<file path="src/rtl/globals_sv.sv">
// Project-wide sizing constants and shared state types.
package globals_sv;
    localparam int unsigned N      = 4;
    localparam int unsigned W      = 8;
    localparam int unsigned CLOG2M = 4;
    localparam int unsigned CLOG2W = 3;

    typedef enum logic {
        IDLE = 1'b0,
        HALF = 1'b1
    } res_wb_state_t;
endpackage

</file>
<file path="src/rtl/res_wb.sv">
// Result write-back packer: joins two half-line strobes into one full-line
// write to the even or odd bank, with protocol error tracking.
module res_wb #(
    parameter int unsigned N  = globals_sv::N,
    parameter int unsigned W  = globals_sv::W,
    parameter int unsigned AW = globals_sv::CLOG2M + globals_sv::CLOG2W
) (
    input  logic                ck,
    input  logic                rst,
    input  logic                i_clr,
    input  logic                i_data_wr,
    input  logic                i_data_wrh_l_n,
    input  logic [N*(W/2)-1:0]  i_data,
    input  logic                i_ev_odd_n,
    input  logic [AW-1:0]       i_even_addr,
    input  logic [AW-1:0]       i_odd_addr,
    output logic                o_even_we,
    output logic                o_odd_we,
    output logic [AW-1:0]       o_even_addr,
    output logic [AW-1:0]       o_odd_addr,
    output logic [N*W-1:0]      o_even_wdata,
    output logic [N*W-1:0]      o_odd_wdata,
    output logic                o_busy,
    output logic                o_err,
    output logic [15:0]         o_lines
);
    import globals_sv::*;

    localparam int unsigned HW = N * (W / 2);
    localparam int unsigned LW = N * W;

    res_wb_state_t state_q, state_d;

    logic [HW-1:0] held_q,      held_d;
    logic          held_odd_q,  held_odd_d;
    logic [AW-1:0] held_addr_q, held_addr_d;

    logic          even_we_q,    even_we_d;
    logic          odd_we_q,     odd_we_d;
    logic [AW-1:0] even_addr_q,  even_addr_d;
    logic [AW-1:0] odd_addr_q,   odd_addr_d;
    logic [LW-1:0] even_wdata_q, even_wdata_d;
    logic [LW-1:0] odd_wdata_q,  odd_wdata_d;
    logic          busy_q,       busy_d;
    logic          err_q,        err_d;
    logic [15:0]   lines_q,      lines_d;

    logic [AW-1:0] sel_addr;
    logic          match;

    assign sel_addr = i_ev_odd_n ? i_odd_addr : i_even_addr;
    assign match    = (i_ev_odd_n == held_odd_q) && (sel_addr == held_addr_q);

    always_comb begin
        state_d      = state_q;
        held_d       = held_q;
        held_odd_d   = held_odd_q;
        held_addr_d  = held_addr_q;
        even_we_d    = 1'b0;
        odd_we_d     = 1'b0;
        even_addr_d  = even_addr_q;
        odd_addr_d   = odd_addr_q;
        even_wdata_d = even_wdata_q;
        odd_wdata_d  = odd_wdata_q;
        err_d        = err_q;
        lines_d      = lines_q;

        // Clear beats any strobe in the same cycle; bank outputs already
        // registered last cycle are left to complete.
        if (i_clr) begin
            state_d     = IDLE;
            held_d      = '0;
            held_odd_d  = 1'b0;
            held_addr_d = '0;
            err_d       = 1'b0;
            lines_d     = '0;
        end else if (i_data_wr) begin
            unique case (state_q)
                IDLE: begin
                    if (!i_data_wrh_l_n) begin
                        held_d      = i_data;
                        held_odd_d  = i_ev_odd_n;
                        held_addr_d = sel_addr;
                        state_d     = HALF;
                    end else begin
                        err_d = 1'b1;
                    end
                end
                HALF: begin
                    if (!i_data_wrh_l_n) begin
                        err_d       = 1'b1;
                        held_d      = i_data;
                        held_odd_d  = i_ev_odd_n;
                        held_addr_d = sel_addr;
                    end else if (match) begin
                        if (held_odd_q) begin
                            odd_we_d    = 1'b1;
                            odd_addr_d  = held_addr_q;
                            odd_wdata_d = {held_q, i_data};
                        end else begin
                            even_we_d    = 1'b1;
                            even_addr_d  = held_addr_q;
                            even_wdata_d = {held_q, i_data};
                        end
                        if (lines_q != 16'hFFFF) begin
                            lines_d = lines_q + 16'd1;
                        end
                        state_d = IDLE;
                    end else begin
                        err_d   = 1'b1;
                        state_d = IDLE;
                    end
                end
                default: state_d = IDLE;
            endcase
        end

        busy_d = (state_d == HALF);
    end

    always_ff @(posedge ck) begin
        if (rst) begin
            state_q      <= IDLE;
            held_q       <= '0;
            held_odd_q   <= 1'b0;
            held_addr_q  <= '0;
            even_we_q    <= 1'b0;
            odd_we_q     <= 1'b0;
            even_addr_q  <= '0;
            odd_addr_q   <= '0;
            even_wdata_q <= '0;
            odd_wdata_q  <= '0;
            busy_q       <= 1'b0;
            err_q        <= 1'b0;
            lines_q      <= '0;
        end else begin
            state_q      <= state_d;
            held_q       <= held_d;
            held_odd_q   <= held_odd_d;
            held_addr_q  <= held_addr_d;
            even_we_q    <= even_we_d;
            odd_we_q     <= odd_we_d;
            even_addr_q  <= even_addr_d;
            odd_addr_q   <= odd_addr_d;
            even_wdata_q <= even_wdata_d;
            odd_wdata_q  <= odd_wdata_d;
            busy_q       <= busy_d;
            err_q        <= err_d;
            lines_q      <= lines_d;
        end
    end

    assign o_even_we    = even_we_q;
    assign o_odd_we     = odd_we_q;
    assign o_even_addr  = even_addr_q;
    assign o_odd_addr   = odd_addr_q;
    assign o_even_wdata = even_wdata_q;
    assign o_odd_wdata  = odd_wdata_q;
    assign o_busy       = busy_q;
    assign o_err        = err_q;
    assign o_lines      = lines_q;
endmodule
</file>
<file path="config.mk">
export PLATFORM = sky130hd
export DESIGN_NAME = res_wb
export DESIGN_NICKNAME = d
export VERILOG_FILES = /design/src/rtl/globals_sv.sv /design/src/rtl/res_wb.sv
export SDC_FILE = /design/constraint.sdc
export NUM_CORES = 1
export LEC_CHECK = 0
export ABC_CLOCK_PERIOD_IN_PS = 2200
export CAP_MARGIN = 20
export CORE_MARGIN = 2
export CORE_UTILIZATION = 43
export DETAILED_ROUTE_END_ITERATION = 6
export GPL_TIMING_DRIVEN = 0
export PLACE_DENSITY = 0.76
export REMOVE_ABC_BUFFERS = 1
export SKIP_LAST_GASP = 1
export SLEW_MARGIN = 0
export SYNTH_ARGS = -nofsm -noshare
export SYNTH_HDL_FRONTEND = slang
export SYNTH_SLANG_ARGS = --single-unit
</file>
<file path="constraint.sdc">
create_clock -name ck -period 2.2 [get_ports ck]
set_input_delay 0.44 -clock ck [delete_from_list [all_inputs] [get_ports ck]]
set_output_delay 0.44 -clock ck [all_outputs]
set_load 0.05 [all_outputs]
</file>
After elaboration in Yosys (flattened, before gate mapping)
Index checks and enable logic that the tools add are counted.

word-level totals
  register bits = 122
  input bits = 36
  output and inout bits = 98
  word-level logic and storage cells = 43

operators by class
  add/sub/neg operators = 1
  eq/ne operators = 5
  muxes and demuxes = 11
  bitwise operators = 6
  reduce and logical (&&, ||, !) cells = 8

operators with widths
  operator               count
  $add 16x1->16 const B  1
  $mux 16                1
  $ne 16x16->1 const B   1
  $mux 7                 2
  $reduce_and 6->1       2
  $eq 7x7->1             1
  $mux 1                 7
  $not 1->1              6
  $reduce_or 6->1        1
  $reduce_and 5->1       1
  $ne 3x3->1 const B     1
  $reduce_and 3->1       1
  $ne 2x2->1 const B     1
  $pmux 1 s2             1
  $reduce_and 2->1       1
  $reduce_or 2->1        1
  $eq 1x1->1             1
  $logic_and 1x1->1      1

Logic depth before layout (Yosys ltp)
  depth after elaboration = 6
  mapped depth = 10
  depth with buffers taken out = 7

Least setup slack after synthesis
Ideal clock, no wire load.

  path kind = register -> register
  start = reg lines_q[0] (netlist: o_lines[0])
  end = reg lines_q[1] (netlist: o_lines[1])
  setup time = 0.128 ns
  arrival = 2.158 ns
  required time = 2.072 ns
  path slack = -0.085 ns
  cell stages (with the launch flop) = 9
  buffers on the path = 1
  clock period less this slack = 2.285 ns
  cell sequence = dfxtp_1 ha_1 nand2_1 nor3_1 nand3_1 nand4_2 clkbuf_1 mux2i_1 nor2_1

between the ends
  word-level cells in the longest chain between the ends = 2

ends and longest elaborated chain
  item                                                   RTL line       text
  start: declaration                                     res_wb.sv:46   logic [15:0] lines_q, lines_d;
  start signal: assignment                               res_wb.sv:149  lines_q <= lines_d;
  branches (longest 2 deep; another with $add 16x1->16)  -

Several ways; the timed one is not identified.
A chain may end at the register's enable or synchronous reset.

Final worst setup path
  start = in i_odd_addr[2]
  end = reg even_wdata_q[30] (netlist: o_even_wdata[30])

between the ends
  word-level cells in the longest chain between the ends = 4

ends and longest elaborated chain
  item                        RTL line       text
  start: declaration          res_wb.sv:16   input logic [AW-1:0] i_odd_addr,
  $mux 7                      res_wb.sv:51   assign sel_addr = i_ev_odd_n ? i_odd_addr : i_even_addr;
  $eq 7x7->1                  res_wb.sv:52   assign match = (i_ev_odd_n == held_odd_q) && (sel_addr == held_addr_q);
  $logic_and 1x1->1           res_wb.sv:52
  $reduce_and 6->1 (no line)  -
  end signal: assignment      res_wb.sv:145  even_wdata_q <= even_wdata_d;
  end: declaration            res_wb.sv:42   logic [LW-1:0] even_wdata_q, even_wdata_d;

Every way passes these cells.

==> results.md <==
| Item | Reported |
|:---|:---|
| Hold WC Path Type | in -> reg |
| Clock tree from TritonCTS | built |
| Chain of cells forming the critical path | clkdlybuf4s50_1, mux2i_4, a222oi_1, and3b_2, buf_4, nand4_1, buf_8, buf_8, nand2_1, a21oi_1 |
| Outcome | completed |
| Count leader, synth | sky130_fd_sc_hd__nand2_1 |
| Total die area | 11600 um^2 |
| Core utilization of the finished layout | 66.2% |
| Number of antenna repair diodes | 0 |
| Worst path depth | 10 |
| Kind of critical path | in -> reg |
| Crit. End Element | flop |
| RSZ-0062 raised after global routing | yes |
| Per-cell via count in the routed design | 5.45 |
| Number of synthesis warnings | 0 |
| Average wire per standard cell | 16.4 um |
| Synthesized area divided by synthesized cell count | 8.05 um^2 |
| Level count of the clock H-tree | 4 |
| Depth of the worst register-to-register path | 9 |
| Unique masters post-synth | 43 |
| Hold Path Cell Cnt | 2 |
| Total CTS buffers | 17 |
| Clock root cell | sky130_fd_sc_hd__clkbuf_8 |
| Top post-synthesis cells by area | sky130_fd_sc_hd__dfxtp_1 53%, sky130_fd_sc_hd__nand2_1 16%, sky130_fd_sc_hd__a21oi_1 12%, sky130_fd_sc_hd__clkbuf_1 1.9%, sky130_fd_sc_hd__nor2_1 1.4% |
| Critical path arrival | 2570 ps |
| Final cycle utilization of the critical path | 99.6% |
| Flip-flop and latch count after synthesis | 122 |
| Clock latency at the later pin of the worst-skew pair | 510 ps |
| Pre-CTS setup slack | -1400 ps |
| Setup clock skew after layout | 10.9 ps |
| Grt total ovfl | 0 |
| Setup TNS after final layout | 0 ps |
| Sequential area share after synthesis | 52.6% |
| Vias in the first global route | 4555 |
| Layout cells sized above 1 | 10.9% |
| Number of cells produced by synthesis | 577 |
| Fraction of synthesized cell area taken by the top area cell type | 52.6% |
| Leak Pwr | 0.00240 uW |
| Most area-hungry cell type in the Yosys netlist | sky130_fd_sc_hd__dfxtp_1 |
| Clk sinks | 122 |
| Count of final max-slew check failures | 0 |
| WL final | 14.2 mm |
| DIE HEIGHT | 108 um |
| Start point of the worst hold path | rst |
| Syn-to-layout area delta | 48.5% |
| Leading post-synthesis cells by instance count | 197 x sky130_fd_sc_hd__nand2_1, 122 x sky130_fd_sc_hd__dfxtp_1, 109 x sky130_fd_sc_hd__a21oi_1 |
| Max Freq | 456 MHz |
| Placed Instances | 815 |
| Most repeated library cell on the critical path | sky130_fd_sc_hd__buf_8 |
| Synth async-reset ratio | 0% |
| Final cell count without fillers | 864 |
| Req. time, crit path | 2580 ps |
| Pin count of the biggest net entering global routing | 55 |
| Logic gate share of total power | 4.9% |
| Endpoint of the worst register-to-register path | o_even_wdata[30] |
| Setup violators final | 0 |
| Peak supply drop | 0.467 mV |
| Total vias in the final route | 4709 |
| DRC violations left | 0 |
| EDFF count, synth | 0 |
| Slew @ Worst Pin | 935 ps |
| Starting density of the core | 44.6% |
| Clock Path Buffers | 2 |
| Number of buffers and inverters on the critical path | 4 |
| Flop2flop setup slack | 150 ps |
| First-iteration detailed-routing DRC count | 313 |
| Final count of hold timing violations | 0 |
| Total power per unit cell area | 759 nW/um^2 |
| Clock share of power | 52.4% |
| Critical path fanouts, max | 19 |
| Worst R2R Start | held_odd_q |
| Sw Pwr | 1170 uW |
| Worst-case hold path end point | o_even_wdata[15] |
| Post-DRT Antenna Nets | 0 |
| First-pass GRT wire length | 21.8 mm |
| Core footprint | 10400 um^2 |
| Switching share of power | 22.4% |
| Count of maximum capacitance violations | 0 |
| Total Nets Final | 753 |
| FILL cells | 869 |
| Floorplan row count | 37 |
| Detail Placement HPWL | 8.64 mm |
| Setup slack of the critical path after layout | 9.17 ps |
| Maximum cell stage delay along the critical path | 530 ps |
| Critical Path Source Type | input port |
| Cell area after synthesis | 4640 um^2 |
| Time the worst path needs with I/O delays and setup | 2190 ps |
| Placer's final routability congestion estimate | 0.775 |
| Drt first pass iters | 5 |
| Gr usage total | 23.9% |
| Initial antenna violation count | 0 |
| Count of boundary I/O pins | 134 |
| Critical-path cell with the highest stage delay | sky130_fd_sc_hd__clkdlybuf4s50_1 |
| CTS clk-pin slew, worst paths | 60 ps |
| Start point of the critical path | i_odd_addr[2] |
| Die span in x | 108 um |
| Family with the most delay on the worst path | buffers and inverters |
| Cell internal power dissipation | 4060 uW |
| Number of buffers added on ports | 133 |
| Max_slew headroom | 37.7% |
| Share of total power in sequential cells | 42.7% |
| Dominant register cell in the synthesized netlist | sky130_fd_sc_hd__dfxtp_1 |
## power by group through the flow
stage / clock [uW] / combinational (uW) / sequential, uW
2_1_floorplan: 0 / 79.3 / 2280
3_3_place_gp: 0 / 209 / 2280
3_5_place_dp: 0 / 218 / 2280
4_1_cts: 2770 / 234 / 2230
5_1_grt: 2890 / 270 / 2240
6_report: 2740 / 255 / 2240
## worst register-to-register path, stage by stage (launching register included)
cell and delay (ps):
sky130_fd_sc_hd__dfxtp_1 420, sky130_fd_sc_hd__xnor2_1 140, sky130_fd_sc_hd__o2111ai_1 140, sky130_fd_sc_hd__and3b_2 370
sky130_fd_sc_hd__buf_4 180, sky130_fd_sc_hd__nand4_1 160, sky130_fd_sc_hd__buf_8 190, sky130_fd_sc_hd__buf_8 150
sky130_fd_sc_hd__nand2_1 90, sky130_fd_sc_hd__a21oi_1 80
## layout make-up
| type | instances | area (um^2) | share of cell area (%) |
|---|---|---|---|
| clock buffers | 17 | 414 | 6.01 |
| inverters | 4 | 15.0 | 0.218 |
| clock inverters | 14 | 173 | 2.50 |
| well taps | 136 | 170 | 2.47 |
| multi-input cells | 417 | 2160 | 31.3 |
| repair buffers | 154 | 1520 | 22.1 |
| flip-flops and latches | 122 | 2440 | 35.4 |
## logic make-up after synthesis
kind of cell             count (synthesis)  share of synthesized area (%)
AO/OA/AOI/OAI                          139                           16.2
XOR/XNOR                                 5                          0.943
adder cells (fa/ha/maj)                  1                          0.269
buffers and inverters                   42                           3.96
flip-flops                             122                           52.6
multiplexers                             8                           1.99
AND/OR/NAND/NOR                        260                           24.0
## how the worst max path moves through the flow
stage / endpoint / slack, ps
after floorplan: o_even_addr[0] / -350
after global placement: o_odd_wdata[29] / -2480
after detailed placement: o_odd_wdata[7] / -1400
after CTS: o_lines[6] / 1
after global routing: o_even_wdata[26] / -20
final: o_even_wdata[30] / 9
## timing repair
action | CTS | global route
buffers inserted | 5 | 9
pin swaps | 6 | 4
cloned | 2 | 2
resized for setup | 27 | 14
endpoints found under the setup margin | 109 | 43
hold endpoints to repair | 0 | 0
hold buffers | 0 | 0
## sequential cells by signal (all words and copies together) (netlist names)
name          flops
o_err             1
o_odd_wdata      32
o_lines          16
o_odd_we          1
held_addr_q       7
o_even_we         1
o_even_wdata     32
o_even_addr       7
held_q           16
o_odd_addr        7
held_odd_q        1
o_busy            1
## per-layer routing
| layer | track usage, % | vias up | wire (um) |
|---|---|---|---|
| met5 | 0 | - | 0 |
| met4 | 9.34 | 0 | 174 |
| met3 | 6.87 | 21 | 1170 |
| met2 | 40.6 | 202 | 6840 |
| met1 | 28.5 | 2242 | 6000 |
| li1 | - | 2244 | - |
## layout by cell type, fill, tap and decap left out, types with 2 or more instances in the layout
master and count:
sky130_fd_sc_hd__xor2_1 2, sky130_fd_sc_hd__mux2i_4 3, sky130_fd_sc_hd__clkdlybuf4s50_1 116, sky130_fd_sc_hd__dlygate4sd2_1 12
sky130_fd_sc_hd__nand2_1 197, sky130_fd_sc_hd__nand4_1 7, sky130_fd_sc_hd__clkinv_4 4, sky130_fd_sc_hd__xnor2_2 2
sky130_fd_sc_hd__clkinv_2 3, sky130_fd_sc_hd__a211oi_1 7, sky130_fd_sc_hd__o31ai_1 2, sky130_fd_sc_hd__mux2i_2 3
sky130_fd_sc_hd__dfxtp_1 122, sky130_fd_sc_hd__buf_8 4, sky130_fd_sc_hd__a21oi_1 109, sky130_fd_sc_hd__dlymetal6s2s_1 3
sky130_fd_sc_hd__or4_1 2, sky130_fd_sc_hd__nand3_1 9, sky130_fd_sc_hd__clkinvlp_4 2, sky130_fd_sc_hd__o21ai_0 11
sky130_fd_sc_hd__and4_4 5, sky130_fd_sc_hd__inv_1 4, sky130_fd_sc_hd__or3_1 10, sky130_fd_sc_hd__bufinv_16 3
sky130_fd_sc_hd__and3_1 2, sky130_fd_sc_hd__o22ai_2 2, sky130_fd_sc_hd__buf_4 14, sky130_fd_sc_hd__clkbuf_16 16
sky130_fd_sc_hd__nand2b_1 2, sky130_fd_sc_hd__inv_6 2, sky130_fd_sc_hd__nor3_1 3, sky130_fd_sc_hd__nor2_1 16
sky130_fd_sc_hd__buf_6 2
## metrics by stage
stage | hold WS [ps] | instance area (um^2) | total power, uW
after floorplan | 444 | 4480 | 2360
after global placement | 437 | 5980 | 2490
after detailed placement | 443 | 6080 | 2500
after CTS | 362 | 6740 | 5240
after global routing | 409 | 6900 | 5390
final | 407 | 6900 | 5230
(Power assumes the default switching activity.)
